--- src/rtl/m72_pic_pkg.sv ---
// m72_pic_pkg: shared types and constants for the M72 interrupt controller.
//   state_t        initialisation / operating state of the controller
//   *_BIT / *_SEL  command-word bit positions (ICW1, ICW4, OCW2, OCW3)
//   SPURIOUS_IRQ   vector index returned when nothing is pending
//   make_vector    builds the 8-bit vector from base and level
package m72_pic_pkg;

  localparam int unsigned IRQ_W    = 8;
  localparam int unsigned IDX_W    = 3;
  localparam int unsigned BASE_W   = 5;
  localparam int unsigned BASE_LSB = 3;

  typedef enum logic [2:0] {
    ST_UNINIT = 3'd0,
    ST_ICW2   = 3'd1,
    ST_ICW3   = 3'd2,
    ST_ICW4   = 3'd3,
    ST_READY  = 3'd4
  } state_t;

  // ICW1 (a1=0): bit 4 marks the word as ICW1
  localparam int unsigned ICW1_SEL_BIT  = 4;
  localparam int unsigned ICW1_SNGL_BIT = 1;
  localparam int unsigned ICW1_IC4_BIT  = 0;

  // ICW4 (a1=1 during init)
  localparam int unsigned ICW4_AEOI_BIT = 1;

  // OCW selector field din[4:3] for a1=0 writes
  localparam int unsigned OCW_SEL_HI = 4;
  localparam int unsigned OCW_SEL_LO = 3;
  localparam logic [1:0]  OCW_SEL_OCW2 = 2'b00;
  localparam logic [1:0]  OCW_SEL_OCW3 = 2'b01;

  // OCW2
  localparam int unsigned OCW2_EOI_BIT = 5;
  localparam int unsigned OCW2_SL_BIT  = 6;

  // OCW3
  localparam int unsigned OCW3_ERIS_BIT = 1;
  localparam int unsigned OCW3_RIS_BIT  = 0;

  localparam logic [IDX_W-1:0] SPURIOUS_IRQ = 3'd7;

  function automatic logic [IRQ_W-1:0] make_vector(input logic [BASE_W-1:0] base,
                                                   input logic [IDX_W-1:0]  idx);
    return {base, idx};
  endfunction

endpackage : m72_pic_pkg

--- src/rtl/m72_pic_if.sv ---
// m72_pic_if: CPU-side bus of the interrupt controller.
//   cs/a1/we/stb/din  I/O access (INTCS decode, register select, strobe)
//   dout              read data, or the vector while vec_valid is high
//   irq               raw request lines (pixel clock domain)
//   int_rq/int_ack    request to CPU / acknowledge indication (wb_tgc)
//   vec_valid         dout carries a vector
interface m72_pic_if;
  import m72_pic_pkg::*;

  logic             cs;
  logic             a1;
  logic             we;
  logic             stb;
  logic [IRQ_W-1:0] din;
  logic [IRQ_W-1:0] dout;
  logic [IRQ_W-1:0] irq;
  logic             int_rq;
  logic             int_ack;
  logic             vec_valid;

  modport master (
    output cs, a1, we, stb, din, irq, int_ack,
    input  dout, int_rq, vec_valid
  );

  modport slave (
    input  cs, a1, we, stb, din, irq, int_ack,
    output dout, int_rq, vec_valid
  );

endinterface : m72_pic_if

--- src/rtl/m72_pic_prio.sv ---
// m72_pic_prio: lowest-set-bit encoder (bit 0 has highest priority).
//   i_vec  request/service vector
//   o_idx  index of the lowest set bit (0 when none set)
//   o_any  at least one bit set
module m72_pic_prio
  import m72_pic_pkg::*;
(
  input  logic [IRQ_W-1:0] i_vec,
  output logic [IDX_W-1:0] o_idx,
  output logic             o_any
);

  // Scan from the top so the lowest set bit is the last one written
  always_comb begin
    o_idx = '0;
    for (int i = IRQ_W - 1; i >= 0; i--) begin
      if (i_vec[i]) o_idx = IDX_W'(i);
    end
  end

  assign o_any = |i_vec;

endmodule : m72_pic_prio

--- src/rtl/m72_pic.sv ---
// m72_pic: simplified 8259-style interrupt controller for the M72 main CPU.
//   i_clock    system clock
//   i_reset_n  asynchronous active-low reset
//   io_bus     CPU bus, request lines and acknowledge (m72_pic_if.slave)
// Edge-triggered requests, mask, in-service tracking, fixed priority with
// IRQ0 highest, vector supply on acknowledge.
module m72_pic
  import m72_pic_pkg::*;
#(
  parameter int unsigned      SYNC_STAGES = 2,
  parameter logic [IRQ_W-1:0] RESET_IMR   = 8'hFF
) (
  input  logic     i_clock,
  input  logic     i_reset_n,
  m72_pic_if.slave io_bus
);

  state_t r_state;
  state_t w_state_n;

  logic [IRQ_W-1:0]  r_irq_sync [SYNC_STAGES];
  logic [IRQ_W-1:0]  r_irq_d;
  logic [IRQ_W-1:0]  w_irq_rise;

  logic              r_stb_d;
  logic              w_start;
  logic              w_wr;
  logic              w_ack;

  logic [IRQ_W-1:0]  r_irr, w_irr_n;
  logic [IRQ_W-1:0]  r_isr, w_isr_n;
  logic [IRQ_W-1:0]  r_imr, w_imr_n;
  logic [BASE_W-1:0] r_base, w_base_n;
  logic              r_aeoi, w_aeoi_n;
  logic              r_rr_sel, w_rr_sel_n;
  logic              r_need_icw3, w_need_icw3_n;
  logic              r_need_icw4, w_need_icw4_n;
  logic [IRQ_W-1:0]  r_vec, w_vec_n;
  logic              r_vec_valid, w_vec_valid_n;
  logic              r_int_rq, w_int_rq_n;

  logic [IRQ_W-1:0]  w_pend;
  logic [IDX_W-1:0]  w_pend_idx;
  logic              w_pend_any;
  logic [IDX_W-1:0]  w_isr_idx;
  logic              w_isr_any;

  logic              w_ack_set;
  logic [IDX_W-1:0]  w_eoi_idx;
  logic              w_eoi_any;
  logic [1:0]        w_ocw_sel;
  logic [IRQ_W-1:0]  w_dout;

  // Request synchronizer from the pixel clock domain plus edge-detect stage
  always_ff @(posedge i_clock or negedge i_reset_n) begin
    if (!i_reset_n) begin
      for (int i = 0; i < int'(SYNC_STAGES); i++) r_irq_sync[i] <= '0;
      r_irq_d <= '0;
    end else begin
      r_irq_sync[0] <= io_bus.irq;
      for (int i = 1; i < int'(SYNC_STAGES); i++) r_irq_sync[i] <= r_irq_sync[i-1];
      r_irq_d <= r_irq_sync[SYNC_STAGES-1];
    end
  end

  assign w_irq_rise = r_irq_sync[SYNC_STAGES-1] & ~r_irq_d;

  // Strobe is held several clocks; each access commits only on its first one
  assign w_start = io_bus.stb & ~r_stb_d;
  assign w_wr    = io_bus.cs & io_bus.we & w_start;
  assign w_ack   = io_bus.int_ack & w_start;

  assign w_pend = r_irr & ~r_imr;

  m72_pic_prio u_prio_pend (
    .i_vec (w_pend),
    .o_idx (w_pend_idx),
    .o_any (w_pend_any)
  );

  m72_pic_prio u_prio_isr (
    .i_vec (r_isr),
    .o_idx (w_isr_idx),
    .o_any (w_isr_any)
  );

  // A same-cycle ack is applied before EOI, so the EOI target must see the
  // bit the ack is about to set without a third encoder.
  assign w_ack_set = w_ack & w_pend_any & ~r_aeoi;
  assign w_eoi_idx = (w_ack_set && (!w_isr_any || (w_pend_idx < w_isr_idx)))
                     ? w_pend_idx : w_isr_idx;
  assign w_eoi_any = w_ack_set | w_isr_any;
  assign w_ocw_sel = io_bus.din[OCW_SEL_HI:OCW_SEL_LO];

  // Next-state and register update logic
  always_comb begin
    w_state_n     = r_state;
    w_irr_n       = r_irr;
    w_isr_n       = r_isr;
    w_imr_n       = r_imr;
    w_base_n      = r_base;
    w_aeoi_n      = r_aeoi;
    w_rr_sel_n    = r_rr_sel;
    w_need_icw3_n = r_need_icw3;
    w_need_icw4_n = r_need_icw4;
    w_vec_n       = r_vec;
    w_vec_valid_n = r_vec_valid;
    w_int_rq_n    = (r_state == ST_READY) & w_pend_any &
                    (~w_isr_any | (w_pend_idx < w_isr_idx));

    // Acknowledge: latch vector, retire the request
    if (w_ack) begin
      w_vec_valid_n = 1'b1;
      if (w_pend_any) begin
        w_vec_n             = make_vector(r_base, w_pend_idx);
        w_irr_n[w_pend_idx] = 1'b0;
        if (!r_aeoi) w_isr_n[w_pend_idx] = 1'b1;
      end else begin
        w_vec_n = make_vector(r_base, SPURIOUS_IRQ);
      end
    end else if (r_vec_valid && !io_bus.stb) begin
      w_vec_valid_n = 1'b0;
    end

    // A new edge outranks the ack clear of the same bit
    w_irr_n = w_irr_n | w_irq_rise;

    if (w_wr) begin
      if (!io_bus.a1 && io_bus.din[ICW1_SEL_BIT]) begin
        w_irr_n       = '0;
        w_isr_n       = '0;
        w_imr_n       = RESET_IMR;
        w_need_icw3_n = ~io_bus.din[ICW1_SNGL_BIT];
        w_need_icw4_n = io_bus.din[ICW1_IC4_BIT];
        w_state_n     = ST_ICW2;
      end else if (io_bus.a1) begin
        unique case (r_state)
          ST_ICW2: begin
            w_base_n  = io_bus.din[IRQ_W-1:BASE_LSB];
            w_state_n = r_need_icw3 ? ST_ICW3 : (r_need_icw4 ? ST_ICW4 : ST_READY);
          end
          ST_ICW3: w_state_n = r_need_icw4 ? ST_ICW4 : ST_READY;
          ST_ICW4: begin
            w_aeoi_n  = io_bus.din[ICW4_AEOI_BIT];
            w_state_n = ST_READY;
          end
          ST_READY: w_imr_n = io_bus.din;
          default: ;
        endcase
      end else if ((r_state == ST_READY) || (r_state == ST_UNINIT)) begin
        if ((w_ocw_sel == OCW_SEL_OCW2) && io_bus.din[OCW2_EOI_BIT]) begin
          if (io_bus.din[OCW2_SL_BIT]) begin
            w_isr_n[io_bus.din[IDX_W-1:0]] = 1'b0;
          end else if (w_eoi_any) begin
            w_isr_n[w_eoi_idx] = 1'b0;
          end
        end else if ((w_ocw_sel == OCW_SEL_OCW3) && io_bus.din[OCW3_ERIS_BIT]) begin
          w_rr_sel_n = io_bus.din[OCW3_RIS_BIT];
        end
      end
    end
  end

  // FSM state register
  always_ff @(posedge i_clock or negedge i_reset_n) begin
    if (!i_reset_n) r_state <= ST_UNINIT;
    else            r_state <= w_state_n;
  end

  // Datapath registers
  always_ff @(posedge i_clock or negedge i_reset_n) begin
    if (!i_reset_n) begin
      r_stb_d     <= 1'b0;
      r_irr       <= '0;
      r_isr       <= '0;
      r_imr       <= RESET_IMR;
      r_base      <= '0;
      r_aeoi      <= 1'b0;
      r_rr_sel    <= 1'b0;
      r_need_icw3 <= 1'b0;
      r_need_icw4 <= 1'b0;
      r_vec       <= '0;
      r_vec_valid <= 1'b0;
      r_int_rq    <= 1'b0;
    end else begin
      r_stb_d     <= io_bus.stb;
      r_irr       <= w_irr_n;
      r_isr       <= w_isr_n;
      r_imr       <= w_imr_n;
      r_base      <= w_base_n;
      r_aeoi      <= w_aeoi_n;
      r_rr_sel    <= w_rr_sel_n;
      r_need_icw3 <= w_need_icw3_n;
      r_need_icw4 <= w_need_icw4_n;
      r_vec       <= w_vec_n;
      r_vec_valid <= w_vec_valid_n;
      r_int_rq    <= w_int_rq_n;
    end
  end

  // Read data is combinational so it is valid for the whole strobe
  always_comb begin
    w_dout = '0;
    if (r_vec_valid) begin
      w_dout = r_vec;
    end else if (io_bus.cs && !io_bus.we) begin
      w_dout = io_bus.a1 ? r_imr : (r_rr_sel ? r_isr : r_irr);
    end
  end

  assign io_bus.dout      = w_dout;
  assign io_bus.int_rq    = r_int_rq;
  assign io_bus.vec_valid = r_vec_valid;

endmodule : m72_pic

--- src/flat_wrapper.sv ---
// flat-port wrapper written by rule: the top's interface ports become plain ports
module m72_pic_flat import m72_pic_pkg::*;
#(
  parameter int unsigned      SYNC_STAGES = 2,
  parameter logic [IRQ_W-1:0] RESET_IMR   = 8'hFF
)
  (i_clock, i_reset_n, io_bus_cs, io_bus_a1, io_bus_we, io_bus_stb, io_bus_din, io_bus_irq, io_bus_int_ack, io_bus_dout, io_bus_int_rq, io_bus_vec_valid);
  m72_pic_if io_bus_i ();
  input  logic i_clock;
  input  logic i_reset_n;
  input wire logic [$bits(io_bus_i.cs)-1:0] io_bus_cs;
  input wire logic [$bits(io_bus_i.a1)-1:0] io_bus_a1;
  input wire logic [$bits(io_bus_i.we)-1:0] io_bus_we;
  input wire logic [$bits(io_bus_i.stb)-1:0] io_bus_stb;
  input wire logic [$bits(io_bus_i.din)-1:0] io_bus_din;
  input wire logic [$bits(io_bus_i.irq)-1:0] io_bus_irq;
  input wire logic [$bits(io_bus_i.int_ack)-1:0] io_bus_int_ack;
  output wire logic [$bits(io_bus_i.dout)-1:0] io_bus_dout;
  output wire logic [$bits(io_bus_i.int_rq)-1:0] io_bus_int_rq;
  output wire logic [$bits(io_bus_i.vec_valid)-1:0] io_bus_vec_valid;
  assign io_bus_i.cs = io_bus_cs;
  assign io_bus_i.a1 = io_bus_a1;
  assign io_bus_i.we = io_bus_we;
  assign io_bus_i.stb = io_bus_stb;
  assign io_bus_i.din = io_bus_din;
  assign io_bus_i.irq = io_bus_irq;
  assign io_bus_i.int_ack = io_bus_int_ack;
  assign io_bus_dout = io_bus_i.dout;
  assign io_bus_int_rq = io_bus_i.int_rq;
  assign io_bus_vec_valid = io_bus_i.vec_valid;
  m72_pic #(.SYNC_STAGES(SYNC_STAGES), .RESET_IMR(RESET_IMR)) u_core (.i_clock(i_clock), .i_reset_n(i_reset_n), .io_bus(io_bus_i));
endmodule
--- config.mk ---
export PLATFORM = sky130hd
export DESIGN_NAME = m72_pic_flat
export DESIGN_NICKNAME = d
export VERILOG_FILES = /design/src/rtl/m72_pic_pkg.sv /design/src/rtl/m72_pic_if.sv /design/src/rtl/m72_pic_prio.sv /design/src/rtl/m72_pic.sv /design/src/flat_wrapper.sv
export SDC_FILE = /design/constraint.sdc
export NUM_CORES = 1
export LEC_CHECK = 0
export ABC_AREA = 1
export BUFFER_PORTS_ARGS = -buffer_cell sky130_fd_sc_hd__clkbuf_2
export CAP_MARGIN = 20
export CORE_MARGIN = 2
export CORE_UTILIZATION = 35
export DETAILED_ROUTE_END_ITERATION = 6
export PLACE_DENSITY = 0.6
export SYNTH_ARGS = -nofsm -noshare
export SYNTH_HDL_FRONTEND = slang
export SYNTH_HIERARCHICAL = 1
export SYNTH_SLANG_ARGS = --single-unit
export TNS_END_PERCENT = 5
--- constraint.sdc ---
create_clock -name i_clock -period 4 [get_ports i_clock]
set_clock_uncertainty 0.2 [all_clocks]
set_input_delay 0.6 -clock i_clock [delete_from_list [all_inputs] [get_ports i_clock]]
set_output_delay 0.6 -clock i_clock [all_outputs]
set_load 0.05 [all_outputs]
==> implementation parameters <==
Parameter                              Value

Outcome
  Outcome ... complete, no violations

GRT
  Initial antenna violation count ... 0
  Largest net degree at the start of global routing ... 39
  Global-route wire length before repair ... between 10 and 15 mm
  Global route overflow ... 0
  Overall track demand over capacity in global routing ... 16.67%
  Via count of the first global-routing pass ... a little under 3,000

Run
  Max-capacitance violation count ... 0

Synthesis
  FF+latch count, synth ... 71
  Async set-reset flop share out of synthesis ... between 90% and 100%
  Yosys Warn Count ... 6
  Top cells by area, synth ... dfrtp_1, nand2_1, inv_1
  Area share of the largest cell type after synthesis ... ~43%
  Number of enable flip-flop cells after synthesis ... 0
  Synthesized area per cell ... between 7 and 8 um2
  Cells after synthesis ... approximately 460
  Top FF cell, synth ... dfrtp_1
  Syn nets ... 487
  Area leader, netlist ... dfrtp_1
  Post-synthesis instance area ... around 0.0036 mm2
  Number of distinct standard cells referenced by the synthesized netlist ... 36
  Sequential element share of the synthesized area ... between 40% and 50%

Timing
  RSZ-0062 raised after global routing ... no
  Period utilisation layout ... around 72%
  Final Hold Viols ... 0
  Tmin final ... 2.893 ns
  Pins over their slew limit ... 0
  Relative max-transition margin ... between 30% and 40%
  Sum Neg Setup Slack ... 0 ns
  Tightest Pin Transition ... 0.9719 ns
  Maximum clock rate ... 345.7 MHz
  Endpoints failing setup ... 0

Clock tree
  CTS root buffer ... clkbuf_8
  Clock Tree Buf Depth ... 2
  Worst-path clk slew ... 0.08 ns
  CTS H-tree depth ... 3
  Setup repair bufs after CTS ... 0
  # clock sinks ... 71
  Number of CTS-inserted buffers ... 9
  Hold-fix buffers at CTS ... 1
  Clock network latency to the later pin of the worst-skew pair ... between 0.3 and 0.4 ns
  CTS tree ... built
  Post-cts resize count ... 0

Worst setup path
  Library cell contributing the largest single delay on the critical path ... dfrtp_1
  Crit-path cells ... inv_1 > nand3b_1 > a21oi_1 > o21ai_0 > o21ai_0 > clkbuf_2
  Largest stage delay, worst path ... 0.47 ns
  Data required time at the worst endpoint ... ~3.2 ns
  Worst R2R End ... u_core/r_isr[6]$_DFF_PN0_
  Worst Reg-to-Reg Cells ... 17
  Element type at the critical path end ... primary output
  Maximum fanout along the worst path ... 8
  Delay-heaviest family, CP ... compound AO/OA/AOI/OAI gates
  Worst reg2reg setup slack ... 1.17 ns
  Worst EP arrival ... 2.09 ns
  Worst path buffer plus inverter count ... 2
  Startpoint types ... flip-flop
  Library cell appearing most often on the critical path ... o21ai_0
  Class of the most critical setup path ... flip-flop to primary output
  Startpoint of the most critical register-to-register path ... u_core/r_imr[2]$_DFFE_PN1P_

Floorplanning
  I/O pin count ... 33
  Total die area ... 0.01123 mm2
  Initial core utilization ... 35.56%
  Die Span X ... about 110 um
  Die boundary height ... ~110 um
  Area of the placeable core ... around 0.010 mm2
  FP Rows ... 37

Layout
  Syn-to-layout area delta ... 14.79%
  Most common cell after layout, fill and taps aside ... nand2_1
  Antenna cell count ... 0
  Number of nets in the layout ... 526
  Share of final-layout standard cells stronger than drive strength 1 ... ~18%
  Most frequent cells in the layout ... nand2_1, inv_1, dfrtp_1
  Fill cell total of the finished layout ... about 1,100

Hold path
  WHS Path Cells ... 1
  Hold Path Class ... primary input to flip-flop
  Hold path startpoint ... io_bus_irq[2]
  Worst hold path endpoint ... u_core/r_irq_sync[10]$_DFF_PN0_

Pwr
  Static leakage ... between 2 and 2.5 nW
  Net Switching ... about 0.00079 W
  Combinational fraction of design power ... 27.3%
  Relative contribution of the clock network to total power ... approximately 30%
  Final Total Pwr ... ~0.0022 W
  Reg power frac ... between 40% and 50%
  Peak supply drop ... ~0.24 mV
  Power Internal ... approximately 0.0014 W
  Fraction of power spent switching nets ... 35.99%
  Ratio of total power to cell area ... around 520 mW/mm2

Detailed routing
  Length of the first detailed-routing pass in iterations ... 5
  DRC viols ... 0
  Drt initial violations ... approximately 250
  Detailed Route WL ... approximately 9 mm
  Average via count per standard cell ... ~4.9
  Routed wirelength normalized by instance count ... between 10 and 15 um
  Post-DRT Antenna Nets ... 0
  Total number of vias ... approximately 3,100

Place
  Count of input and output buffers ... 32
  Placer Congestion ... roughly 0.90
  Detailed placer's ending HPWL ... 6.750 mm
## synth_stat cells, drive strengths merged, types with 4 or more instances
cell type,count
nand2,117
inv,77
dfrtp,63
nor2,56
o21ai,50
a21oi,25
nand3,16
dfstp,8
or2,8
a31oi,7
buf,5
nor3,5
a22oi,4
clkbuf,4
mux2,4
nand4,4
## cell families (layout without fill, tap and decap cells)
logic type	Yosys count	count (layout)	share of synthesized area [%]
buffers and inverters	87	131	9.732
and+or+nand+nor	208	208	25.58
DFF	71	71	49.11
AOI/OAI and AO/OA	89	89	13.38
adders and majority gates	2	2	0.6876
muxes	5	5	1.513
## power by group through the flow
| stage | combinational (W) | sequential (W) | clock (W) |
|---|---|---|---|
| 6_report | 0.000597 | 0.000935 | 0.000652 |
| 5_1_grt | 0.000677 | 0.000949 | 0.000695 |
| 4_1_cts | 0.000595 | 0.000933 | 0.000666 |
| 3_5_place_dp | 0.000591 | 0.000947 | 0 |
| 3_3_place_gp | 0.000578 | 0.000942 | 0 |
| 2_1_floorplan | 0.000441 | 0.000931 | 0 |
## metal layers
layer	track usage (%)	routed length (um)	vias up
met4	5.263	182	0
li1	-	-	1535
met1	22.58	3981	1477
met5	0	0	-
met2	26.64	4130	101
met3	3.801	533	14
## area by class of cell
cell class	instances	area, um2	share of cell area [%]
sequential	71	1787	42.78
multi-input combinational	304	1498	35.86
inverter	78	295.3	7.070
timing repair buffer	37	200.2	4.793
tap	136	170.2	4.074
clock buffer	9	123.9	2.966
clock inverter	7	102.6	2.457
## how the worst max path moves through the flow
| stage | start | endpoint | slack, ns | depth (start not counted) |
|---|---|---|---|---|
| 6_report | u_core/io_bus.vec_valid$_DFFE_PN0P_ | io_bus_dout[2] | 1.11 | 6 |
| 5_1_grt | u_core/r_imr[3]$_DFFE_PN1P_ | u_core/r_isr[5]$_DFF_PN0_ | 0.84 | 17 |
| 3_5_place_dp | u_core/r_imr[2]$_DFFE_PN1P_ | u_core/r_isr[6]$_DFF_PN0_ | 1.19 | 17 |
| 3_3_place_gp | u_core/r_irr[7]$_DFF_PN0_ | u_core/r_isr[6]$_DFF_PN0_ | 1.21 | 20 |
| 2_1_floorplan | u_core/io_bus.vec_valid$_DFFE_PN0P_ | io_bus_dout[4] | 0.96 | 3 |
| 4_1_cts | u_core/io_bus.vec_valid$_DFFE_PN0P_ | io_bus_dout[2] | 1.07 | 6 |
## flip-flops by register name, indices dropped and copies added, names as in the netlist, 3 cells and up
signal and count:
u_core/r_imr 8, u_core/r_irq_d 8, u_core/r_irr 8, u_core/r_base 5, u_core/r_isr 8, u_core/r_vec 8, u_core/r_irq_sync 16, u_core/r_state 3
## worst reg2reg max path, cell delays in order, from the launching register on
cell and delay, ns:
dfstp_2 0.54, nor2_1 0.05, inv_1 0.09, nand4_1 0.12, nor2_1 0.34, ha_1 0.32, a21oi_1 0.17, nand2_2 0.09
nand2_4 0.11, nand2_4 0.08, nand2_1 0.08, nand3_2 0.09, nor2_2 0.13, nand2_1 0.08, nand2_1 0.06, nand2_1 0.05
nand2_1 0.09, nand2_1 0.05
## per-stage QoR
stage / area, um2 / setup slack [ns] / cells / hold WS, ns / util, %
floorplan: 3638 / 0.9596 / 462 / 0.1044 / -
global placement: 3940 / 1.214 / 625 / 0.1317 / 38.51
detailed placement: 3940 / 1.195 / 625 / 0.1347 / 38.51
CTS: 4177 / 1.070 / 642 / 0.1396 / 40.82
global route: 4177 / 0.8448 / 642 / 0.1293 / 40.82
finish: 4177 / 1.107 / 642 / 0.1458 / 40.82
Power figures use the tool's default switching activity.
